$ cat config.mk
export PLATFORM = sky130hd
export DESIGN_NAME = mem_arbiter
export DESIGN_NICKNAME = d
export VERILOG_FILES = /design/src/rtl/mem_arbiter.sv
export SDC_FILE = /design/constraint.sdc
export NUM_CORES = 1
export LEC_CHECK = 0
export ABC_AREA = 0
export CORE_MARGIN = 3
export CORE_UTILIZATION = 40
export DETAILED_ROUTE_END_ITERATION = 12
export GPL_TIMING_DRIVEN = 0
export PLACE_DENSITY = 0.77
export SYNTH_ARGS = -nofsm -noshare
export SYNTH_HDL_FRONTEND = slang
export SYNTH_SLANG_ARGS = --single-unit
export TNS_END_PERCENT = 5
$ cat constraint.sdc
create_clock -name clk -period 2.11 [get_ports clk]
set_input_delay 0.211 -clock clk [delete_from_list [all_inputs] [get_ports clk]]
set_output_delay 0.211 -clock clk [all_outputs]
set_load 0.005 [all_outputs]
$ cat src/rtl/mem_arbiter.sv
// Two-port memory arbiter: instruction fetch and data load/store share one memory bus.
// Data wins ties until MAX_DSTREAK consecutive data grants, then a waiting fetch goes first.
module mem_arbiter #(
    parameter int ADDR_W      = 32,
    parameter int DATA_W      = 32,
    parameter int MAX_DSTREAK = 4,
    parameter int TIMEOUT     = 15
) (
    input  logic              clk,
    input  logic              rst,
    input  logic              i_req,
    input  logic [ADDR_W-1:0] i_addr,
    output logic [DATA_W-1:0] i_rdata,
    output logic              i_ack,
    input  logic              d_req,
    input  logic [ADDR_W-1:0] d_addr,
    input  logic [DATA_W-1:0] d_wdata,
    input  logic [1:0]        d_wen,
    output logic [DATA_W-1:0] d_rdata,
    output logic              d_ack,
    output logic              m_req,
    output logic [ADDR_W-1:0] m_addr,
    output logic [DATA_W-1:0] m_wdata,
    output logic [1:0]        m_wen,
    input  logic [DATA_W-1:0] m_rdata,
    input  logic              m_rdy,
    output logic              busy,
    output logic              err
);
    typedef enum logic [1:0] {IDLE, IBUS, DBUS, RESP} state_t;

    localparam int SW = $clog2(MAX_DSTREAK + 1);
    localparam int WW = $clog2(TIMEOUT + 1);
    localparam logic [SW-1:0]     STREAK_MAX = SW'(MAX_DSTREAK);
    localparam logic [WW-1:0]     WAIT_LAST  = WW'(TIMEOUT - 1);
    localparam logic [DATA_W-1:0] NOP        = DATA_W'(32'h0000_0013);

    state_t            state_q;
    logic [SW-1:0]     dstreak_q;
    logic [WW-1:0]     wait_q;
    logic              err_q, i_ack_q, d_ack_q, m_req_q;
    logic [ADDR_W-1:0] m_addr_q;
    logic [DATA_W-1:0] m_wdata_q, i_rdata_q, d_rdata_q;
    logic [1:0]        m_wen_q;
    logic              grant_d;

    // A waiting fetch only loses to data while the data streak is below its cap.
    assign grant_d = d_req && !(i_req && dstreak_q == STREAK_MAX);

    always_ff @(posedge clk) begin
        if (!rst) begin
            state_q   <= IDLE;
            dstreak_q <= '0;
            wait_q    <= '0;
            err_q     <= 1'b0;
            i_ack_q   <= 1'b0;
            d_ack_q   <= 1'b0;
            m_req_q   <= 1'b0;
            m_addr_q  <= '0;
            m_wdata_q <= '0;
            m_wen_q   <= 2'b00;
            i_rdata_q <= '0;
            d_rdata_q <= '0;
        end else begin
            i_ack_q <= 1'b0;
            d_ack_q <= 1'b0;
            case (state_q)
                IDLE: begin
                    if (grant_d) begin
                        state_q   <= DBUS;
                        m_req_q   <= 1'b1;
                        m_addr_q  <= d_addr;
                        m_wdata_q <= d_wdata;
                        m_wen_q   <= d_wen;
                        wait_q    <= '0;
                        if (dstreak_q != STREAK_MAX) dstreak_q <= dstreak_q + SW'(1);
                    end else if (i_req) begin
                        state_q   <= IBUS;
                        m_req_q   <= 1'b1;
                        m_addr_q  <= i_addr;
                        wait_q    <= '0;
                        dstreak_q <= '0;
                    end
                end
                IBUS: begin
                    if (m_rdy) begin
                        i_rdata_q <= m_rdata;
                        i_ack_q   <= 1'b1;
                        m_req_q   <= 1'b0;
                        state_q   <= RESP;
                    end else if (wait_q == WAIT_LAST) begin
                        i_rdata_q <= NOP;
                        err_q     <= 1'b1;
                        i_ack_q   <= 1'b1;
                        m_req_q   <= 1'b0;
                        state_q   <= RESP;
                    end else begin
                        wait_q <= wait_q + WW'(1);
                    end
                end
                DBUS: begin
                    if (m_rdy || wait_q == WAIT_LAST) begin
                        // Stores leave d_rdata alone, including an abandoned store.
                        if (m_wen_q == 2'b00) d_rdata_q <= m_rdy ? m_rdata : '0;
                        if (!m_rdy) err_q <= 1'b1;
                        d_ack_q <= 1'b1;
                        m_req_q <= 1'b0;
                        m_wen_q <= 2'b00;
                        state_q <= RESP;
                    end else begin
                        wait_q <= wait_q + WW'(1);
                    end
                end
                RESP:    state_q <= IDLE;
                default: state_q <= IDLE;
            endcase
        end
    end

    assign i_rdata = i_rdata_q;
    assign i_ack   = i_ack_q;
    assign d_rdata = d_rdata_q;
    assign d_ack   = d_ack_q;
    assign m_req   = m_req_q;
    assign m_addr  = m_addr_q;
    assign m_wdata = m_wdata_q;
    assign m_wen   = m_wen_q;
    assign err     = err_q;
    assign busy    = (state_q != IDLE);
endmodule

* Word-level counts from Yosys, hierarchy flattened
Index checks and enable logic that the tools add are counted.
Cells by class: $add $sub $neg 2, equal/unequal tests 16, mux-type cells 37, reductions and logical operators 24
Operators with widths (count):
- $mux 32 | 5
- $mux 4 | 5
- $mux 2 | 7
- $ne 2x2->1 const B | 7
- $mux 1 | 12
- $pmux 4 s3 | 1
- $reduce_and 3->1 | 4
- $reduce_and 2->1 | 5
- $reduce_and 5->1 | 2
- $reduce_bool 2->1 | 5
- $mux 3 | 3
- $ne 3x3->1 const B | 3
- $pmux 2 s4 | 1
- $add 4x1->4 const B | 1
- $eq 2x2->1 const B | 2
- $eq 4x4->1 const B | 1
- $logic_not 2->1 | 2
- $pmux 2 s2 | 1
- $reduce_and 4->1 | 1
- $add 3x1->3 const B | 1
- $eq 3x3->1 const B | 1
- $pmux 1 s3 | 1
- $reduce_bool 3->1 | 1
- $eq 2x1->1 const B | 1
- 5 further kinds | 6
Word-level totals: flip-flop bits (word level) 143, bits of input ports 135, output and inout port bits 135, word-level logic and storage cells 91

* Depth between registers and ports, before layout
depth in word-level cells 6, mapped depth 8, gate-level depth less buffers 6

* Worst setup path before layout
OpenSTA, ideal clock, no wires.
path type reg2reg, start register state_q[0], end register wait_q[3], setup time 0.088 ns, arrival 1.543 ns, data required time 2.022 ns, slack 0.479 ns, cell stages (with the launch flop) 7, path buffers 0, period minus slack after synthesis 1.631 ns, cells stage by stage dfxtp_1 -> inv_1 -> ha_1 -> or2_4 -> a211oi_4 -> nand2_2 -> o32ai_2
On the way: word-level cells in the longest chain between the ends 3, elaborated cells on any way between the ends 10, classes of those cells eq/ne: 6; mux: 1; reduce/logical: 3
RTL lines:
- start, declared | RTL line 38 | state_t state_q;
- start signal, assigned | RTL line 52 | state_q <= IDLE;
- start signal, assigned | RTL line 70 | state_q <= DBUS;
- start signal, assigned | RTL line 78 | state_q <= IBUS;
- $eq 2x2->1 (tied with other cells) | RTL line 67 | case (state_q)
- $ne 2x2->1 (no source line) (tied with other cells)
- $reduce_and 5->1 (no source line)
- end signal, assigned | RTL line 98 | wait_q <= wait_q + WW'(1);
- end signal, assigned | RTL line 111 | wait_q <= wait_q + WW'(1);
- end, declared | RTL line 40 | logic [WW-1:0] wait_q;
Parallel ways exist; a longest one is shown, timed or not. A chain may end at the register's enable or synchronous reset.

* Final worst setup path
start register state_q[0], end register m_addr_q[29], in the netlist m_addr[29]
On the way: word-level cells in the longest chain between the ends 2
RTL lines:
- $logic_not 2->1 | RTL line 67
- $reduce_and 2->1 (no source line)
- end signal, assigned | RTL line 72 | m_addr_q <= d_addr;
- end signal, assigned | RTL line 80 | m_addr_q <= i_addr;
- end, declared | RTL line 42 | logic [ADDR_W-1:0] m_addr_q;
Every way passes these cells.

==> flow_summary.ini <==
[critical_path]
start_kind = register
required_ps = 2460
startpoint = state_q[0]$_SDFFE_PN0P_
crit_fanout = 10
worstRegToRegCells = 8
end_kind = register
cp.arrival_ps = 2220
timing.rr.start = state_q[0]$_SDFFE_PN0P_
reg2reg_setup_slack_ps = 240
setup.worst_path.class = reg -> reg
rr_endpoint = m_addr[29]$_SDFFE_PN0P_

[clock_network]
cts_tree = yes
cts_setup_buffers = 0
htree_levels = 4
cts_buffer_depth = 2
clock_sinks = 143
numCtsBuffers = 17
path_clk_slew_ps = 60
worstSkewPairLatency_ps = 410
clockRootBuffer = clkbuf_16

[yosys]
ys_seq_elements = 143
synthesis.nets = 739
netlist_area_um2 = 5430
ys_seq_area_frac = 0.527
synth_cell_types = 41
syn_area_per_cell_um2 = 9.11
synth_async_sr_flop_share = 0
synth_cells = 596
synth_warnings = 0
synth_edf_count = 0
synth-main-ff-cell = dfxtp_1

[layout]
fill_cells = 1000
layout_commonest_cell = clkdlybuf4s50_1
area_growth_pct = 64.5
diodes = 0
multi_input_area_um2 = 2320
nets = 1027
most-common-layout-cells = 268 x clkdlybuf4s50_1, 143 x dfxtp_1, 75 x a21oi_1
final-seq-area_um2 = 2860
drive_above_1_share = 0.0725

[floorplanning]
die_w_um = 123
initial_core_util = 0.420
die_h_um = 123
core_um2 = 12900
num_rows = 41
ios = 270
dieArea_um2 = 15000

[hold_path]
whs_endpoint = m_wdata[19]$_SDFFE_PN0P_
worstHoldPathCells = 3
hp-class = in -> reg
min_from = d_wdata[19]

[global_routing]
gr-total-overflow = 0
grt_max_degree = 17
grt_use_met3 = 0.0696
grt_pass1_vias = 5496
antenna_found_initial = 0
globalRouteTotalUtil = 0.226
grt_first_pass_wirelength_mm = 26.8
use_met2 = 0.395
gr-usage-met1 = 0.253
top_usage_layer = met2

[power]
leakage_nw = 3.40
ir_drop_uv = 654
powerDensity_nw_per_um2 = 1110

[detailed_routing]
num_vias = 5514
vias_per_cell = 5.16
ant_nets = 0
drc = 0
dr.pass1.iters = 4
drtIter0Drc = 255
wl_per_cell_um = 16.3
wirelength_mm = 17.4

[timing]
relSlewSlack = 0.612
holdWs_ps = 347
worst_pin_slew_ps = 582
drv_slew = 0
fin_tns_setup_ps = 0
fmax_mhz = 534
fin_crit_ps = 1870
fin_crit_sh = 0.888
final-setup-viol-count = 0
hold_violations = 0
rsz0062_at_grt = no
skew_ps = 8.36

[place]
post-dp-hpwl_mm = 13.4
port_buffers = 269
place.gp.congestion = 0.838

[job]
drv_cap = 0

[outcome]
run_status = completed
synthesized netlist by cell type (all sizes together) (2+ instances only):
cell | n | area [µm²]
nor3b | 2 | 20.0
nand4 | 2 | 12.5
clkbuf | 23 | 86.3
o21ai | 36 | 180
buf | 24 | 133
a211oi | 4 | 42.5
a22oi | 61 | 458
dfxtp | 143 | 2860
a21oi | 75 | 375
and3 | 3 | 18.8
o221a | 3 | 33.8
mux2i | 34 | 340
nor2b | 2 | 12.5
ha | 8 | 100
nor2 | 71 | 269
nand3 | 5 | 25.0
nand2 | 74 | 283
or4b | 2 | 20.0
inv | 7 | 26.3
and2 | 2 | 12.5
layout make-up:
| class | count | area share |
|---|---|---|
| Clock buffer | 21 | 0.0515 |
| Timing Repair Buffer | 269 | 0.301 |
| Clock inverter | 10 | 0.0153 |
| Buffer | 47 | 0.0245 |
| Inverter | 8 | 0.00336 |
| Multi-Input combinational cell | 398 | 0.260 |
| Tap cell | 172 | 0.0241 |
| Sequential cell | 143 | 0.320 |
registers in the layout, summed over array words and instances, names as in the netlist:
signal and flops:
d_rdata 32, i_rdata 32, m_addr 32, m_wdata 32, wait_q 4, dstreak_q 3
m_wen 2, state_q 2, d_ack 1, err 1, i_ack 1, m_req 1
what timing repair did:
item | 4_1_cts | 5_1_grt
hold buffers | 0 | 0
endpoints found under the setup margin | 1 | 0
gates resized for setup | 1 | 0
critical path, stage by stage (launching register included):
cell	delay, ps
dfxtp_1	330
inv_1	110
ha_1	170
buf_4	160
inv_2	70
nor2_2	320
clkbuf_1	370
o21ai_0	140
a21oi_1	130
metal layers:
metal  part of all wire  vias up
met5                  0        -
li1                   -     2677
met2               0.50      237
met4              0.028        0
met3              0.080       33
met1               0.40     2567
kinds of logic (layout without fill, tap and decap cells):
kind of cell | Yosys count | count (layout) | synth area share
simple gates | 168 | 168 | 0.131
compound gates | 188 | 188 | 0.215
mux | 34 | 34 | 0.0627
fa+ha+maj | 8 | 8 | 0.0184
buf+inv | 55 | 355 | 0.0459
flops | 143 | 143 | 0.527
how the worst max path moves through the flow:
| stage | to | slack, ps | depth (start not counted) |
|---|---|---|---|
| floorplan | wait_q[3]$_SDFFE_PN0P_ | 480 | 6 |
| global placement | d_rdata[17]$_SDFFE_PN0P_ | 70 | 5 |
| detailed placement | d_rdata[11]$_SDFFE_PN0P_ | 20 | 5 |
| CTS | m_addr[26]$_SDFFE_PN0P_ | 230 | 8 |
| global route | m_addr[28]$_SDFFE_PN0P_ | 5 | 8 |
| finish | m_addr[29]$_SDFFE_PN0P_ | 240 | 8 |
metrics by stage:
stage | worst slack (ps) | power, mW | area [µm²] | util | cells
after floorplan | 479 | 5.22 | 5430 | - | 596
after global placement | 67.7 | 6.86 | 8340 | 0.645 | 1037
after detailed placement | 19.0 | 6.99 | 8340 | 0.645 | 1037
after CTS | 230 | 10.0 | 8930 | 0.691 | 1068
after global routing | 4.88 | 10.5 | 8930 | 0.691 | 1068
final | 236 | 9.95 | 8930 | 0.691 | 1068
report_power, final:
group	internal [mW]	switching, mW
logic	1.74	1.68
clock network	1.91	1.09
registers	3.23	0.290
No activity file was read; power rests on OpenSTA's default activity.
